$ cat config.mk
export PLATFORM = sky130hd
export DESIGN_NAME = dds_wave_gen_flat
export DESIGN_NICKNAME = d
export VERILOG_FILES = /design/src/rtl/dds_wave_gen_if.sv /design/src/rtl/dds_wave_gen.sv /design/src/flat_wrapper.sv
export SDC_FILE = /design/constraint.sdc
export NUM_CORES = 1
export LEC_CHECK = 0
export BUFFER_PORTS_ARGS = -buffer_cell sky130_fd_sc_hd__buf_2
export CAP_MARGIN = 10
export CORE_ASPECT_RATIO = 1.2
export CORE_MARGIN = 3
export CORE_UTILIZATION = 55
export CTS_CLUSTER_SIZE = 25
export DETAILED_ROUTE_END_ITERATION = 6
export HOLD_SLACK_MARGIN = 0.03
export PLACE_DENSITY = 0.82
export SLEW_MARGIN = 20
export SYNTH_ARGS = -nofsm -noshare
export SYNTH_HDL_FRONTEND = slang
export SYNTH_SLANG_ARGS = --single-unit
$ cat constraint.sdc
create_clock -name sys_clk -period 3.85 [get_ports sys_clk]
set_input_delay 0.77 -clock sys_clk [delete_from_list [all_inputs] [get_ports sys_clk]]
set_output_delay 0.77 -clock sys_clk [all_outputs]
set_load 0.03 [all_outputs]
$ cat src/rtl/dds_wave_gen_if.sv
`default_nettype none
// ============================================================================
//  Module      : dds_wave_gen_if
//  Description : Signal bundle between the DDS waveform generator and its
//                environment (keys, waveform select, external sine ROM and
//                the sample output towards the DAC / scope path).
//                  wave_sel   [1:0]      00 sine, 01 square, 10 tri, 11 saw
//                  freq_add / freq_dec   raw, asynchronous push buttons
//                  rom_addr   [ADDR_W]   registered address to sine ROM
//                  rom_data   [DATA_W]   ROM data, one cycle after rom_addr
//                  freq_word  [PHASE_W]  current frequency word
//                  wave_out   [DATA_W]   registered output sample
//                  wave_valid            pipeline filled since last reset
//                  amp_shift  [2:0]      only with DDS_AMP_SCALE_EN defined
//                Modport "slave" is the generator, "master" its environment.
//  Revision    : 1.0  initial release
// ============================================================================
interface dds_wave_gen_if #(
    parameter int PHASE_W = 24,
    parameter int ADDR_W  = 12,
    parameter int DATA_W  = 8
);
    logic [1:0]         wave_sel;
    logic               freq_add;
    logic               freq_dec;
    logic [ADDR_W-1:0]  rom_addr;
    logic [DATA_W-1:0]  rom_data;
    logic [PHASE_W-1:0] freq_word;
    logic [DATA_W-1:0]  wave_out;
    logic               wave_valid;

`ifdef DDS_AMP_SCALE_EN
    logic [2:0]         amp_shift;

    modport master (
        output wave_sel, freq_add, freq_dec, rom_data, amp_shift,
        input  rom_addr, freq_word, wave_out, wave_valid
    );

    modport slave (
        input  wave_sel, freq_add, freq_dec, rom_data, amp_shift,
        output rom_addr, freq_word, wave_out, wave_valid
    );
`else
    modport master (
        output wave_sel, freq_add, freq_dec, rom_data,
        input  rom_addr, freq_word, wave_out, wave_valid
    );

    modport slave (
        input  wave_sel, freq_add, freq_dec, rom_data,
        output rom_addr, freq_word, wave_out, wave_valid
    );
`endif
endinterface
`default_nettype wire

$ cat src/rtl/dds_wave_gen.sv
`default_nettype none
// ============================================================================
//  Module      : dds_wave_gen
//  Description : Parametrised DDS waveform generator.
//                Two push buttons (freq_add / freq_dec) are synchronised,
//                debounced and edge-detected; each accepted press steps a
//                saturating frequency word.  A phase accumulator advances by
//                the frequency word every cycle and its top ADDR_W bits
//                address an external synchronous sine ROM.  Square, triangle
//                and sawtooth are derived from the same address so every
//                mode has the same 3-cycle latency from the phase register
//                to wave_out.
//  Ports       : sys_clk   system clock, rising edge
//                reset     synchronous, active-high
//                bus       dds_wave_gen_if.slave (select, keys, ROM, output)
//  Options     : DDS_AMP_SCALE_EN - when defined, adds bus.amp_shift[2:0];
//                the output sample is shifted right (zero fill) by it in
//                the final stage, latency unchanged.
//  Revision    : 1.0  initial release
// ============================================================================
module dds_wave_gen #(
    parameter int                 PHASE_W     = 24,
    parameter int                 ADDR_W      = 12,   // must be >= DATA_W+1
    parameter int                 DATA_W      = 8,
    parameter logic [PHASE_W-1:0] FWORD_RESET = 24'h001000,
    parameter logic [PHASE_W-1:0] FSTEP       = 24'h000400,
    parameter logic [PHASE_W-1:0] FWORD_MIN   = 24'h000400,
    parameter logic [PHASE_W-1:0] FWORD_MAX   = 24'h400000,
    parameter int                 DEB_CYCLES  = 500000
) (
    input  wire logic     sys_clk,
    input  wire logic     reset,
    dds_wave_gen_if.slave bus
);

    // ------------------------------------------------------------------
    // Constants
    // ------------------------------------------------------------------
    // Debounce counter only has to reach DEB_CYCLES-1.
    localparam int c_cnt_w = (DEB_CYCLES > 1) ? $clog2(DEB_CYCLES) : 1;
    localparam logic [c_cnt_w-1:0] c_cnt_last = c_cnt_w'(DEB_CYCLES - 1);
    // Only the top DATA_W+1 address bits are needed by the derived shapes.
    localparam int c_tri_w = DATA_W + 1;

    // ------------------------------------------------------------------
    // Key conditioning: 2-FF synchroniser, debounce counter, rising-edge
    // detect.  Index 0 = freq_add, index 1 = freq_dec.
    // ------------------------------------------------------------------
    logic [1:0] w_keys_raw;
    logic [1:0] w_press;

    assign w_keys_raw = {bus.freq_dec, bus.freq_add};

    for (genvar gi = 0; gi < 2; gi++) begin : g_key
        logic               r_meta;
        logic               r_sync;
        logic               r_level;
        logic               r_level_d;
        logic [c_cnt_w-1:0] r_cnt;

        always_ff @(posedge sys_clk) begin
            if (reset) begin
                r_meta    <= 1'b0;
                r_sync    <= 1'b0;
                r_level   <= 1'b0;
                r_level_d <= 1'b0;
                r_cnt     <= '0;
            end else begin
                r_meta    <= w_keys_raw[gi];
                r_sync    <= r_meta;
                r_level_d <= r_level;
                // The counter measures how long the synchronised input has
                // disagreed with the accepted level; any agreeing sample
                // restarts it, so only an uninterrupted run flips the level.
                if (r_sync == r_level) begin
                    r_cnt <= '0;
                end else if (r_cnt == c_cnt_last) begin
                    r_level <= r_sync;
                    r_cnt   <= '0;
                end else begin
                    r_cnt <= r_cnt + c_cnt_w'(1);
                end
            end
        end

        // One-cycle pulse on the accepted 0->1 transition; a held key
        // keeps r_level high and therefore never re-triggers.
        assign w_press[gi] = r_level & ~r_level_d;
    end

    // ------------------------------------------------------------------
    // Saturating frequency word
    // ------------------------------------------------------------------
    logic [PHASE_W-1:0] r_freq_word;
    logic [PHASE_W:0]   w_add_sum;
    logic [PHASE_W:0]   w_dec_floor;
    logic [PHASE_W-1:0] w_add_next;
    logic [PHASE_W-1:0] w_dec_next;

    // Sum is one bit wider so that a step past 2^PHASE_W cannot wrap
    // below FWORD_MAX and escape the clamp.
    assign w_add_sum  = {1'b0, r_freq_word} + {1'b0, FSTEP};
    assign w_add_next = (w_add_sum > {1'b0, FWORD_MAX}) ? FWORD_MAX
                                                        : w_add_sum[PHASE_W-1:0];

    // Comparing against MIN+STEP instead of subtracting first avoids any
    // underflow when the word is already below one step.
    assign w_dec_floor = {1'b0, FWORD_MIN} + {1'b0, FSTEP};
    assign w_dec_next  = ({1'b0, r_freq_word} < w_dec_floor) ? FWORD_MIN
                                                             : (r_freq_word - FSTEP);

    always_ff @(posedge sys_clk) begin
        if (reset) begin
            r_freq_word <= FWORD_RESET;
        end else begin
            case (w_press)
                2'b01:   r_freq_word <= w_add_next;
                2'b10:   r_freq_word <= w_dec_next;
                default: r_freq_word <= r_freq_word;   // none or both
            endcase
        end
    end

    // ------------------------------------------------------------------
    // Phase accumulator (wraps modulo 2^PHASE_W)
    // ------------------------------------------------------------------
    logic [PHASE_W-1:0] r_phase;
    logic [ADDR_W-1:0]  w_addr;

    always_ff @(posedge sys_clk) begin
        if (reset) begin
            r_phase <= '0;
        end else begin
            r_phase <= r_phase + r_freq_word;
        end
    end

    assign w_addr = r_phase[PHASE_W-1 -: ADDR_W];

    // ------------------------------------------------------------------
    // Address / select pipeline.  Stage 1 launches the ROM address and
    // captures the matching select; stage 2 waits for the ROM; stage 3
    // forms the sample.  Carrying wave_sel alongside the address is what
    // makes a mode change land on exactly the right sample.
    // ------------------------------------------------------------------
    logic [ADDR_W-1:0]  r_rom_addr;
    logic [c_tri_w-1:0] r_addr_d1;
    logic [c_tri_w-1:0] r_addr_d2;
    logic [1:0]         r_sel_d1;
    logic [1:0]         r_sel_d2;
    logic [2:0]         r_fill;
    logic [DATA_W-1:0]  r_wave_out;
    logic [DATA_W-1:0]  w_sample;
    logic [DATA_W-1:0]  w_scaled;

`ifdef DDS_AMP_SCALE_EN
    logic [2:0]         r_shift_d1;
    logic [2:0]         r_shift_d2;

    always_ff @(posedge sys_clk) begin
        if (reset) begin
            r_shift_d1 <= 3'd0;
            r_shift_d2 <= 3'd0;
        end else begin
            r_shift_d1 <= bus.amp_shift;
            r_shift_d2 <= r_shift_d1;
        end
    end

    assign w_scaled = w_sample >> r_shift_d2;
`else
    assign w_scaled = w_sample;
`endif

    always_ff @(posedge sys_clk) begin
        if (reset) begin
            r_rom_addr <= '0;
            r_addr_d1  <= '0;
            r_addr_d2  <= '0;
            r_sel_d1   <= 2'b00;
            r_sel_d2   <= 2'b00;
        end else begin
            r_rom_addr <= w_addr;
            r_addr_d1  <= w_addr[ADDR_W-1 -: c_tri_w];
            r_sel_d1   <= bus.wave_sel;
            r_addr_d2  <= r_addr_d1;
            r_sel_d2   <= r_sel_d1;
        end
    end

    // Waveform shaping from the twice-delayed address (aligned with ROM data).
    always_comb begin
        w_sample = '0;
        case (r_sel_d2)
            2'b00: w_sample = bus.rom_data;
            2'b01: w_sample = r_addr_d2[DATA_W] ? '0 : '1;
            // Second half of the period mirrors the first, giving a
            // symmetric ramp up then down.
            2'b10: w_sample = r_addr_d2[DATA_W] ? ~r_addr_d2[DATA_W-1:0]
                                                :  r_addr_d2[DATA_W-1:0];
            default: w_sample = r_addr_d2[DATA_W:1];
        endcase
    end

    // r_fill counts the first three edges after reset.  The output register
    // is loaded with real data on the same edge that r_fill[2] sets, which
    // is the edge the first phase sample reaches the end of the pipeline;
    // before that it is held at zero.
    always_ff @(posedge sys_clk) begin
        if (reset) begin
            r_fill     <= 3'b000;
            r_wave_out <= '0;
        end else begin
            r_fill     <= {r_fill[1:0], 1'b1};
            r_wave_out <= r_fill[1] ? w_scaled : '0;
        end
    end

    // ------------------------------------------------------------------
    // Outputs
    // ------------------------------------------------------------------
    assign bus.rom_addr   = r_rom_addr;
    assign bus.freq_word  = r_freq_word;
    assign bus.wave_out   = r_wave_out;
    assign bus.wave_valid = r_fill[2];

endmodule
`default_nettype wire

$ cat src/flat_wrapper.sv
// flat-port wrapper written by rule: the top's interface ports become plain ports
module dds_wave_gen_flat 
#(
    parameter int                 PHASE_W     = 24,
    parameter int                 ADDR_W      = 12,                         
    parameter int                 DATA_W      = 8,
    parameter logic [PHASE_W-1:0] FWORD_RESET = 24'h001000,
    parameter logic [PHASE_W-1:0] FSTEP       = 24'h000400,
    parameter logic [PHASE_W-1:0] FWORD_MIN   = 24'h000400,
    parameter logic [PHASE_W-1:0] FWORD_MAX   = 24'h400000,
    parameter int                 DEB_CYCLES  = 500000
)
  (sys_clk, reset, bus_wave_sel, bus_freq_add, bus_freq_dec, bus_rom_data, bus_rom_addr, bus_freq_word, bus_wave_out, bus_wave_valid);
  dds_wave_gen_if #(.PHASE_W(PHASE_W), .ADDR_W(ADDR_W), .DATA_W(DATA_W)) bus_i ();
  input  wire logic sys_clk;
  input  wire logic reset;
  input wire logic [$bits(bus_i.wave_sel)-1:0] bus_wave_sel;
  input wire logic [$bits(bus_i.freq_add)-1:0] bus_freq_add;
  input wire logic [$bits(bus_i.freq_dec)-1:0] bus_freq_dec;
  input wire logic [$bits(bus_i.rom_data)-1:0] bus_rom_data;
  output wire logic [$bits(bus_i.rom_addr)-1:0] bus_rom_addr;
  output wire logic [$bits(bus_i.freq_word)-1:0] bus_freq_word;
  output wire logic [$bits(bus_i.wave_out)-1:0] bus_wave_out;
  output wire logic [$bits(bus_i.wave_valid)-1:0] bus_wave_valid;
  assign bus_i.wave_sel = bus_wave_sel;
  assign bus_i.freq_add = bus_freq_add;
  assign bus_i.freq_dec = bus_freq_dec;
  assign bus_i.rom_data = bus_rom_data;
  assign bus_rom_addr = bus_i.rom_addr;
  assign bus_freq_word = bus_i.freq_word;
  assign bus_wave_out = bus_i.wave_out;
  assign bus_wave_valid = bus_i.wave_valid;
  dds_wave_gen #(.PHASE_W(PHASE_W), .ADDR_W(ADDR_W), .DATA_W(DATA_W), .FWORD_RESET(FWORD_RESET), .FSTEP(FSTEP), .FWORD_MIN(FWORD_MIN), .FWORD_MAX(FWORD_MAX), .DEB_CYCLES(DEB_CYCLES)) u_core (.sys_clk(sys_clk), .reset(reset), .bus(bus_i));
endmodule
Word level (Yosys, flattened, before mapping)
Cells that the tools add are included.

Register bits: 139. Input bits: 14. Output and inout port bits: 45. Word-level logic and storage cells: 57.

Add/subtract/negate cells: 5. Magnitude comparators: 2. Equal/unequal tests: 8. Muxes and demuxes: 7. Bitwise logic cells: 8. Reductions and logical operators: 7.

Operators by type and width (count): $mux W24 (2); $pmux W24 S2 (1); $add A19 B1 Y19 const B (2); $eq A19 B19 Y1 const B (2); $add A24 B11 Y25 const B (1); $gt A25 B23 Y1 const B (1); $add A24 B24 Y24 (1); $lt A24 B12 Y1 const B (1); $pmux W8 S3 (1); $sub A24 B11 Y24 const B (1); $mux W8 (2); $not A8 Y8 (1); $reduce_or A3 Y1 (2); $not A1 Y1 (5); $eq A2 B1 Y1 const B (2); $eq A2 B2 Y1 const B (2); $reduce_and A2 Y1 (2); $and A1 B1 Y1 (2); $eq A1 B1 Y1 (2); $logic_not A2 Y1 (1); $reduce_bool A2 Y1 (1); $reduce_or A2 Y1 (1); $mux W1 (1).

Logic depth before layout (Yosys ltp)
Gate-level depths: netlist of the first run.

Depth after elaboration: 4. Depth in mapped cells: 10. Mapped depth without buffers: 8.

Worst setup path after synthesis of the first run
No wires, ideal clock.

Kind: reg2reg. Start point: register u_core.r_freq_word[11] (netlist: u_core.bus.freq_word[11]). End point: register u_core.r_freq_word[15] (netlist: u_core.bus.freq_word[15]). Library setup time: 0.088 ns. Data arrival time: 2.591 ns. Required time: 3.762 ns. Setup slack: 1.171 ns. Cell stages (with the launch flop): 11. Path buffers: 2. Period minus slack after synthesis: 2.679 ns. Cells stage by stage: dfxtp_1 -> ha_1 -> and4_1 -> buf_6 -> nand4_1 -> a221oi_1 -> nand4b_1 -> o31ai_2 -> buf_6 -> a21oi_2 -> a311oi_2.

Cells in the longest elaborated chain, start to end: 4. Elaborated cells between the ends (all ways): 7. Those cells by class: add/sub: 2; order compare: 2; mux: 3.

RTL lines: from (decl) (RTL line dds_wave_gen.sv:94) `logic [PHASE_W-1:0] r_freq_word;`; from (signal assigned) (RTL line dds_wave_gen.sv:117) `2'b01: r_freq_word <= w_add_next;`; from (signal assigned) (RTL line dds_wave_gen.sv:118) `2'b10: r_freq_word <= w_dec_next;`; from (signal assigned) (RTL line dds_wave_gen.sv:119) `default: r_freq_word <= r_freq_word;`; $add A24 B11 Y25 (RTL line dds_wave_gen.sv:102) `assign w_add_sum = {1'b0, r_freq_word} + {1'b0, FSTEP};`; $gt A25 B23 Y1 (RTL line dds_wave_gen.sv:103) `assign w_add_next = (w_add_sum > {1'b0, FWORD_MAX}) ? FWORD_MAX`; $mux W24 (RTL line dds_wave_gen.sv:103); $pmux W24 S2 (*) (RTL line dds_wave_gen.sv:116) `case (w_press)`.

Mark *: on every way between the ends. The rest lies on a longest branch, timed or not. A chain may end at the register's enable or synchronous reset.

Worst setup path in the final report of the first run
Start point: register u_core.r_freq_word[11] (netlist: u_core.bus.freq_word[11]). End point: register u_core.r_freq_word[11] (netlist: u_core.bus.freq_word[11]).

The elaborated chain is that of the path after synthesis.

==> results.md, run 1 <==
• setup repair after global routing missed its margin: no
• number of cell rows: 40
• first-pass GRT wire length: 21,500 um
• Routed WL per cell: 15.3 um
• Synth Instances: 664
• Remaining Overflow, GRT: 0
• post-placement cell count: 808
• critical-path cell with the highest stage delay: sky130_fd_sc_hd__o31ai_2
• CTS sink count: 119
• Power Internal: 2.31 mW
• total CTS buffers: 17
• combinational share of power: 4.8%
• final clock period utilization by the worst path: 83.6%
• routability congestion estimate: 0.907
• Clk network pwr share: 52.1%
• number of flops mapped to enable cells by yosys: 0
• family with the most delay on the worst path: compound AO/OA/AOI/OAI gates
• layout overhead on the synthesized area: 13.5%
• Avg Synthesized Cell Area: 8.73 sq um
• Die X-Extent: 99.7 um
• Static Leak: 2.59 nW
• register area: 0.00238 sq mm
• Worst Path Arrival: 3.54 ns
• dpl ws: 0.702 ns
• hold violation count in the final report: 0
• Detailed Routing Iterations Pass 1: 5
• final worst setup slack: 0.630 ns
• maximum vdd ir drop: 0.239 mV
• drt total wl: 12,800 um
• leading cell types in the layout, fill and taps excluded: sky130_fd_sc_hd__dfxtp_1 (119), sky130_fd_sc_hd__nor2_1 (90), sky130_fd_sc_hd__buf_2 (48)
• Core Region: 0.0102 sq mm
• H-Tree Depth: 4
• Filler Cells Inserted: 840
• final net count: 735
• path category of the worst min-delay check: flop to flop
• Cell Area, Synth: 0.00579 sq mm
• critical path's most frequent cell: sky130_fd_sc_hd__a211oi_1
• most common library cell in the layout ignoring fill and taps: sky130_fd_sc_hd__dfxtp_1
• Synth Register Bits: 119
• async set-or-reset flop fraction in the synthesized netlist: 0%
• Die H: 118 um
• count of placed standard cells in the final layout, fillers left out: 840
• number of DRC markers in iteration 0: 314
• Post CTS Setup Buffer Count: 0
• proportion of total power due to net switching: 22.2%
• sum of net half-perimeters after detailed placement: 8610 um
• via count of the first global-routing pass: 4,715
• All-Layer GR Usage: 22.3%
• result of the run: completed
• Setup TNS Final: 0 ns
• number of warnings issued by yosys: 0
• Boundary Pins: 59
• Clk Latency, worst-skew pair: 0.41 ns
• fraction of layout cells with a size suffix above 1: 14.1%
• distinct cell type count after synthesis: 68
• vias after detailed routing: 4,912
• drc violations: 0
• count of hold buffers inserted by post-cts repair: 0
• Slew headroom: 43.8%
• clock tree from TritonCTS: done
• Worst Max-Slew Pin Slew: 0.843 ns
• Final Max Tran Viols: 0
• Critical path buffers and inverters: 1
• worst stage delay on the critical path: 0.58 ns
• maximum count of clock buffers along a single path: 2
• launching element type of the critical path: flop
• cts repair resizes: 0
• required time of the critical path: 4.17 ns
• portion of total power attributed to sequential cells: 43.1%
• category of the most critical setup path: flop to flop
• maximum fanout along the worst path: 12
• count of max-cap constraint violations: 0
• setup skew after layout: 0.0118 ns
• switching power: 661 uW
• ordered list of cells on the worst path: ha_1, and4_1, nand4_1, a221oi_1, nand4b_1, o31ai_2, buf_4, a211oi_1, a211oi_1
• number of diodes added for antenna fixing: 0
• Die Area: 0.0118 sq mm
• average vias per placed instance: 5.85
• number of routed nets with antenna violations: 0
• area occupied by multi-input gates: 0.00315 sq mm
• Root Buffer Master: sky130_fd_sc_hd__clkbuf_16
• Initial Utilization: 57.0%
• share of the yosys chip area belonging to registers: 41.1%
• predominant post-synthesis flop cell: sky130_fd_sc_hd__dfxtp_1
• Achievable Freq: 311 MHz
• largest net degree at the start of global routing: 39
• IO buf count: 48
• power density of the placed cells: 452 mW/mm^2
• clk slew on worst S/H paths: 0.06 ns
• initial antenna violation count: 0
• Final setup violation count: 0
• minimum clock period: 3.22 ns
• Min Hold Slack: 0.433 ns
• capturing element type of the critical path: flop
## cell families after synthesis
group | synth area share (%)
xor+xnor | 8.62
other cells | 0.0647
fa+ha+maj | 4.32
flops | 41.1
compound gates | 14.6
buf+inv | 5.20
mux | 0.734
simple gates | 25.3
## worst reg2reg max path, cell delays in order, from the launching register on
cell and delay, ns:
sky130_fd_sc_hd__dfxtp_1 0.56, sky130_fd_sc_hd__ha_1 0.32, sky130_fd_sc_hd__and4_1 0.39, sky130_fd_sc_hd__nand4_1 0.19
sky130_fd_sc_hd__a221oi_1 0.35, sky130_fd_sc_hd__nand4b_1 0.20, sky130_fd_sc_hd__o31ai_2 0.58, sky130_fd_sc_hd__buf_4 0.27
sky130_fd_sc_hd__a211oi_1 0.08, sky130_fd_sc_hd__a211oi_1 0.21
## sequential cells by signal, summed over array words and instances, names as in the netlist
signal,count
u_core.g_key.r_level,2
u_core.r_sel_d2,2
u_core.bus.rom_addr,3
u_core.r_phase,23
u_core.r_fill,3
u_core.r_sel_d1,2
u_core.g_key.r_cnt,38
u_core.r_addr_d1,9
u_core.g_key.r_level_d,2
u_core.g_key.r_sync,2
u_core.bus.freq_word,14
u_core.r_addr_d2,9
u_core.g_key.r_meta,2
u_core.bus.wave_out,8
## power groups by stage
stage / registers, mW / logic [mW] / clock network, mW
floorplan: 1.31 / 0.106 / 0
global placement: 1.31 / 0.137 / 0
detailed placement: 1.31 / 0.141 / 0
CTS: 1.28 / 0.143 / 1.57
global route: 1.28 / 0.158 / 1.63
finish: 1.28 / 0.143 / 1.55
## path summary, 6_finish.rpt
path,start,end,slack [ns],depth (start not counted)
worst min-delay path,u_core.r_sel_d1[0],u_core.r_sel_d2[0],0.43,1
worst max register to register,u_core.bus.freq_word[11],u_core.bus.freq_word[11],0.63,9
worst max-delay path,u_core.bus.freq_word[11],u_core.bus.freq_word[11],0.63,9
worst min register to register,u_core.r_sel_d1[0],u_core.r_sel_d2[0],0.43,1
## per-layer routing
layer	vias to the layer above	share of wire [%]	track usage, %
li1	2391	-	-
met1	2319	42	26.5
met2	174	50	37.0
met3	28	6.0	6.26
met4	0	1.6	9.91
met5	-	0	0
## synthesized netlist by cell type (10+ instances only)
library cell	instances	share of area [%]
sky130_fd_sc_hd__nor3_1	19	1.6
sky130_fd_sc_hd__nand3_1	29	2.5
sky130_fd_sc_hd__xnor2_1	27	4.1
sky130_fd_sc_hd__a21oi_1	31	2.7
sky130_fd_sc_hd__ha_1	20	4.3
sky130_fd_sc_hd__nand2_1	43	2.8
sky130_fd_sc_hd__a21o_1	10	1.3
sky130_fd_sc_hd__nor2b_1	46	5.0
sky130_fd_sc_hd__clkbuf_1	15	0.97
sky130_fd_sc_hd__nor2_1	90	5.8
sky130_fd_sc_hd__xor2_1	30	4.5
sky130_fd_sc_hd__dfxtp_1	119	41
sky130_fd_sc_hd__nand4_1	12	1.3
sky130_fd_sc_hd__o21ai_0	20	1.7
sky130_fd_sc_hd__inv_1	10	0.65
sky130_fd_sc_hd__buf_4	11	1.4
## per-stage QoR
stage	area, sq um	power, mW	util (%)
detailed placement	5980	1.45	58.9
floorplan	5830	1.42	-
CTS	6580	3.00	64.8
finish	6580	2.97	64.8
global route	6580	3.07	64.8
global placement	5980	1.44	58.9
## layout make-up
class	count	area share, %
flip-flops and latches	119	36.2
well taps	126	2.40
clock buffers	21	7.15
multi-input cells	502	47.9
clock inverters	11	1.88
repair buffers	50	3.88
inverters	11	0.628
No activity file was read; power rests on OpenSTA's default activity.
==> run 2, diff against run 1 <==
Settings changed: ABC_AREA from default to 1.
Clock period 3.85 ns to 3.15 ns, I/O delays scaled along.
==> results.md, run 2 <==
• Achievable Freq: 428 MHz, +38%
• Die Area: 0.0122 sq mm, +3.2%
• cts repair resizes: 0, unchanged
• number of DRC markers in iteration 0: 320, +1.9%
• Top reg by flops: u_core.g_key.r_cnt
• via count of the first global-routing pass: 4,954, +5.1%
• setup repair after global routing missed its margin: no
• top cell type's share of synthesized area: 39.8%, -1.3 points
• vias after detailed routing: 5,370, +9.3%
• area occupied by multi-input gates: 0.00301 sq mm, -4.3%
• final clock period utilization by the worst path: 74.1%, -9.5 points
• clock tree from TritonCTS: done
• share of the yosys chip area belonging to registers: 39.8%, -1.3 points
• Core Region: 0.0106 sq mm, +4.0%
• post-synthesis share of cell area spent on xor and xnor gates: 4.68%, -3.9 points
• initial antenna violation count: 0, unchanged
• category of the most critical setup path: flop to flop
• Boundary Pins: 59, unchanged
• Synth Register Bits: 119, unchanged
• number of routed nets with antenna violations: 0, unchanged
• Worst Path Arrival: 2.62 ns, -0.92 ns
• distinct cell type count after synthesis: 35, -49%
• synthesized-area fraction occupied by and/or/nand/nor cells: 28.8%, +3.5 points
• maximum count of clock buffers along a single path: 2, unchanged
• result of the run: completed
• average vias per placed instance: 5.23, -10%
• dpl ws: 0.857 ns, +0.156 ns
• Cell Area, Synth: 0.00599 sq mm, +3.4%
• count of max-cap constraint violations: 0, unchanged
• total CTS buffers: 17, unchanged
• Die H: 120 um, +1.6%
• Static Leak: 2.92 nW, +13%
• Post CTS Setup Buffer Count: 0, unchanged
• maximum fanout along the worst path: 13, +1
• fraction of layout cells with a size suffix above 1: 13.9%, -0.21 points
• CTS sink count: 119, unchanged
• routability congestion estimate: 0.899, -0.97%
• hold violation count in the final report: 0, unchanged
• minimum clock period: 2.33 ns, -0.885 ns
• async set-or-reset flop fraction in the synthesized netlist: 0%, unchanged
• launching element type of the critical path: flop
• Die X-Extent: 101 um, +1.6%
• Slew headroom: 42.0%, -1.8 points
• leading cell types by total area after synthesis: sky130_fd_sc_hd__dfxtp_1 (40%), sky130_fd_sc_hd__nand2_1 (8.7%), sky130_fd_sc_hd__nor2_1 (8.4%)
• sum of net half-perimeters after detailed placement: 9210 um, +6.9%
• Synth Instances: 836, +26%
• fraction of synthesized area in multiplexers: 0%, -0.73 points
• capturing element type of the critical path: flop
• Worst Max-Slew Pin Slew: 0.869 ns, +0.0261 ns
• drt total wl: 13,400 um, +4.8%
• Detailed Routing Iterations Pass 1: 5, unchanged
• post-synthesis compound-gate area fraction: 12.0%, -2.7 points
• H-Tree Depth: 4, unchanged
• All-Layer GR Usage: 22.8%, +0.55 points
• setup skew after layout: 0.00724 ns, -0.00456 ns
• Setup TNS Final: 0 ns, unchanged
• Root Buffer Master: sky130_fd_sc_hd__clkbuf_16
• clk slew on worst S/H paths: 0.05 ns, about the same
• top-count cell post-synth: sky130_fd_sc_hd__nand2_1
• count of hold buffers inserted by post-cts repair: 0, unchanged
• area share of fa/ha/maj cells after synthesis: 4.18%, -0.14 points
• Filler Cells Inserted: 895, +6.5%
• largest net degree at the start of global routing: 35, -10%
• number of warnings issued by yosys: 0, unchanged
• main combinational cell family by area after synthesis: simple AND/OR/NAND/NOR gates
• predominant post-synthesis flop cell: sky130_fd_sc_hd__dfxtp_1
• number of diodes added for antenna fixing: 0, unchanged
• Final Max Tran Viols: 0, unchanged
• IO buf count: 48, unchanged
• area leader, netlist: sky130_fd_sc_hd__dfxtp_1
• register area: 0.00238 sq mm, unchanged
• number of cell rows: 41, +2.5%
• maximum vdd ir drop: 0.322 mV, +35%
• number of flip-flops under the largest register name: 38, unchanged
• Routed WL per cell: 13.1 um, -14%
• Remaining Overflow, GRT: 0, unchanged
• most common library cells after synthesis: sky130_fd_sc_hd__nand2_1 (139), sky130_fd_sc_hd__nor2_1 (134), sky130_fd_sc_hd__dfxtp_1 (119)
• first-pass GRT wire length: 22,400 um, +4.2%
• path category of the worst min-delay check: flop to flop
• PnR Total Power: 3.65 mW, +23%
• Final setup violation count: 0, unchanged
• final worst setup slack: 0.815 ns, +0.185 ns
• layout overhead on the synthesized area: 14.7%
• power density of the placed cells: 531 mW/mm^2, +18%
• Avg Synthesized Cell Area: 7.17 sq um, -18%
• number of flops mapped to enable cells by yosys: 0, unchanged
• Initial Utilization: 56.7%, -0.34 points
• most common library cell in the layout ignoring fill and taps: sky130_fd_sc_hd__nand2_1
• drc violations: 0, unchanged
• leading cell types in the layout, fill and taps excluded: sky130_fd_sc_hd__nand2_1 (139), sky130_fd_sc_hd__nor2_1 (134), sky130_fd_sc_hd__dfxtp_1 (119)
• Clk Latency, worst-skew pair: 0.41 ns, about the same
• required time of the critical path: 3.44 ns, -0.73 ns
• final net count: 918, +25%
[run 2: changes by cell type after synthesis, sizes merged, moves of 8 or more]
cell / change
inv: +110
nand2: +101
nor2: +53
nor2b: -46
o21ai: +34
a21oi: +28
xnor2: -23
nand3: +19
a21o: -10
buf: -9
and2: -8
o22a: -8
[run 2: worst max-delay path, stage by stage, from the launching register on]
cell and delay, ns:
sky130_fd_sc_hd__dfxtp_1 0.35, sky130_fd_sc_hd__ha_1 0.17, sky130_fd_sc_hd__nand2_1 0.08, sky130_fd_sc_hd__inv_1 0.08, sky130_fd_sc_hd__nand2_1 0.10, sky130_fd_sc_hd__nor4_1 0.28
sky130_fd_sc_hd__nand4_1 0.23, sky130_fd_sc_hd__nand3_1 0.46, sky130_fd_sc_hd__inv_1 0.25, sky130_fd_sc_hd__o21ai_0 0.15, sky130_fd_sc_hd__a21oi_1 0.08
[run 2: per-layer routing]
metal  part of all wire (%)  track usage (%)  routed length [um]  up-vias
met5                      0                0                   0        -
li1                       -                -                   -     2750
met3                    4.9             6.29                 655       29
met4                    2.1             7.56                 287        0
met2                     49             38.1                6540      151
met1                     44             28.2                5950     2440
[run 2: cell type report]
| cell class | count | area share, % |
|---|---|---|
| clock inverters | 9 | 2.15 |
| repair buffers | 49 | 3.60 |
| multi-input cells | 577 | 43.8 |
| clock buffers | 23 | 6.81 |
| inverters | 120 | 6.59 |
| well taps | 129 | 2.35 |
| flip-flops and latches | 119 | 34.7 |
[run 2: report_power, final]
group	leakage (nW)	switching (mW)	internal (mW)
clock network	0.301	0.656	1.36
logic	1.66	0.0774	0.0268
registers	0.963	0.00762	1.52
[run 2: cells by family after synthesis]
kind of cell    Yosys count
compound gates          131
xor+xnor                 32
fa+ha+maj                20
flops                   119
other cells               1
simple gates            383
buf+inv                 150
[run 2: path summary, 6_finish.rpt]
| kind | start | to | slack, ns | cells past startpoint |
|---|---|---|---|---|
| setup / recovery | u_core.g_key[0].r_cnt[0] | u_core.g_key[0].r_cnt[17] | 0.82 | 10 |
| hold / removal | u_core.r_sel_d1[0] | u_core.r_sel_d2[0] | 0.41 | 2 |
| setup reg to reg | u_core.g_key[0].r_cnt[0] | u_core.g_key[0].r_cnt[17] | 0.82 | 10 |
| hold reg to reg | u_core.r_sel_d1[0] | u_core.r_sel_d2[0] | 0.41 | 2 |
[run 2: stage by stage]
stage	util (%)	instances	instance area, sq um	hold WS, ns
final	65.0	1026	6870	0.406
after global routing	65.0	1026	6870	0.427
after CTS	65.0	1026	6870	0.405
after detailed placement	59.2	994	6260	0.398
after global placement	59.2	994	6260	0.391
after floorplan	-	846	6030	0.388
==> run 3, diff against run 2 <==
Settings changed: CORE_UTILIZATION 55 to 54, PLACE_DENSITY 0.82 to 0.84.
Clock period 3.15 ns to 2.14 ns, I/O delays scaled along.
==> results.md, run 3 (synthesis gave the netlist of run 2 again) <==
• result of the run: completed
• Final setup violation count: 0, unchanged
• Routed WL per cell: 13.0 um, -0.93%
• Min Hold Slack: 0.236 ns, -0.170 ns
• path category of the worst min-delay check: input pin to flop
• fraction of layout cells with a size suffix above 1: 16.6%, +2.7 points
• Critical path buffers and inverters: 1, -1
• Setup TNS Final: 0 ns, unchanged
• Remaining Overflow, GRT: 0, unchanged
• drc violations: 0, unchanged
• count of max-cap constraint violations: 0, unchanged
• Initial Utilization: 56.1%, -0.55 points
• setup skew after layout: 0.00608 ns, -0.00116 ns
• Final Max Tran Viols: 0, unchanged
• largest net degree at the start of global routing: 31, -11%
• setup slack on the worst flop-to-flop path: 0.19 ns, -0.62 ns
• maximum count of clock buffers along a single path: 2, unchanged
• Root Buffer Master: sky130_fd_sc_hd__clkbuf_16
• power density of the placed cells: 740 mW/mm^2, +39%
• Boundary Pins: 59, unchanged
• initial antenna violation count: 0, unchanged
• Worst Max-Slew Pin Slew: 0.497 ns, -0.372 ns
• number of cell rows: 41, unchanged
• PnR Total Power: 5.20 mW, +42%
• final net count: 940, +2.4%
• required time of the critical path: 2.48 ns, -0.96 ns
• sum of net half-perimeters after detailed placement: 9660 um, +4.9%
• launching element type of the critical path: flop
• drt total wl: 13,600 um, +1.2%
• capturing element type of the critical path: flop
• hold violation count in the final report: 0, unchanged
• total CTS buffers: 17, unchanged
• most common library cell in the layout ignoring fill and taps: sky130_fd_sc_hd__nand2_1
• maximum fanout along the worst path: 8, -5
• final clock period utilization by the worst path: 91.1%, +17 points
• number of DRC markers in iteration 0: 285, -11%
• number of diodes added for antenna fixing: 0, unchanged
• first-pass GRT wire length: 23,100 um, +3.1%
• ordered list of cells on the worst path: nand2_2, nor2_2, nand3_1, nand2_1, nand2_1, nor2_1, nand3_1, nand2_2, buf_4, nand3_2, a21oi_2
• Achievable Freq: 513 MHz, +20%
• Die Area: 0.0124 sq mm, +1.8%
• category of the most critical setup path: flop to flop
• maximum vdd ir drop: 0.424 mV, +32%
• Filler Cells Inserted: 886, -1.0%
• routability congestion estimate: 1.01, +12%
• critical-path cell with the highest stage delay: sky130_fd_sc_hd__dfxtp_1
• Static Leak: 3.03 nW, +3.7%
• via count of the first global-routing pass: 5,198, +4.9%
• vias after detailed routing: 5,483, +2.1%
• setup repair after global routing missed its margin: no
• clock tree from TritonCTS: done
• Clk Latency, worst-skew pair: 0.41 ns, about the same
• Die H: 121 um, +0.88%
• All-Layer GR Usage: 23.3%, +0.47 points
• leading cell types in the layout, fill and taps excluded: sky130_fd_sc_hd__nand2_1 (139), sky130_fd_sc_hd__nor2_1 (133), sky130_fd_sc_hd__inv_1 (117), sky130_fd_sc_hd__dfxtp_1 (117), sky130_fd_sc_hd__o21ai_0 (51)
• Slew headroom: 66.6%, +25 points
• H-Tree Depth: 4, unchanged
• family with the most delay on the worst path: simple AND/OR/NAND/NOR gates
• minimum clock period: 1.95 ns, -0.386 ns
• Die X-Extent: 102 um, +0.87%
• count of hold buffers inserted by post-cts repair: 0, unchanged
• IO buf count: 48, unchanged
• Top reg by flops: u_core.g_key.r_cnt
• number of routed nets with antenna violations: 0, unchanged
• worst stage delay on the critical path: 0.53 ns, +0.07 ns
• Detailed Routing Iterations Pass 1: 5, unchanged
• Worst Path Arrival: 2.29 ns, -0.33 ns
• Core Region: 0.0107 sq mm, +0.97%
• clk slew on worst S/H paths: 0.05 ns, about the same
• CTS sink count: 119, unchanged
• average vias per placed instance: 5.23, about the same
• number of flip-flops under the largest register name: 38, unchanged
• layout overhead on the synthesized area: 17.3%
## run 3: layout make-up
class | instances | area, sq um | area share [%]
Multi-Input combinational cell | 577 | 3030 | 43.1
Clock buffer | 24 | 492 | 7.00
Timing Repair Buffer | 71 | 413 | 5.88
Tap cell | 129 | 161 | 2.30
Clock inverter | 8 | 95.1 | 1.35
Inverter | 120 | 453 | 6.45
Sequential cell | 119 | 2380 | 33.9
## run 3: per-stage QoR
stage	cells	util [%]	setup WS, ns	instance area [sq um]
finish	1048	65.9	0.191	7030
global placement	1016	60.2	0.135	6420
global route	1048	65.9	0.00589	7030
detailed placement	1016	60.2	0.0769	6420
CTS	1048	65.7	0.0451	7010
floorplan	846	-	0.00263	6030
## run 3: path summary, 6_finish.rpt
check / startpoint / depth (start not counted) / endpoint
max: u_core.bus.freq_word[14] / 11 / u_core.bus.freq_word[17]
min: bus_freq_add / 3 / u_core.g_key[0].r_meta
max reg2reg: u_core.bus.freq_word[14] / 11 / u_core.bus.freq_word[17]
min reg2reg: u_core.g_key[1].r_meta / 2 / u_core.g_key[1].r_sync
## run 3: timing repair
action / CTS / global route
gates resized for setup: 0 / 8
buffers inserted: 0 / 0
endpoints found under the setup margin: 0 / 17
## run 3: tightest hold or removal path: stages
cell and delay (ns):
sky130_fd_sc_hd__buf_2 0.09, sky130_fd_sc_hd__inv_1 0.04, sky130_fd_sc_hd__nor2_1 0.03
## run 3: report_power, final
part	internal (mW)	leakage (nW)	switching (mW)
Sequential	2.24	0.964	0.0106
Combinational	0.0428	1.78	0.114
Clock	1.83	0.286	0.960
Total	4.11	3.03	1.08
## run 3: per-layer routing
metal	vias to the layer above	wire, um	track usage [%]
met3	43	767	5.29
met1	2458	5830	28.1
met2	183	6660	39.6
met4	0	343	9.60
met5	-	0	0
li1	2799	-	-
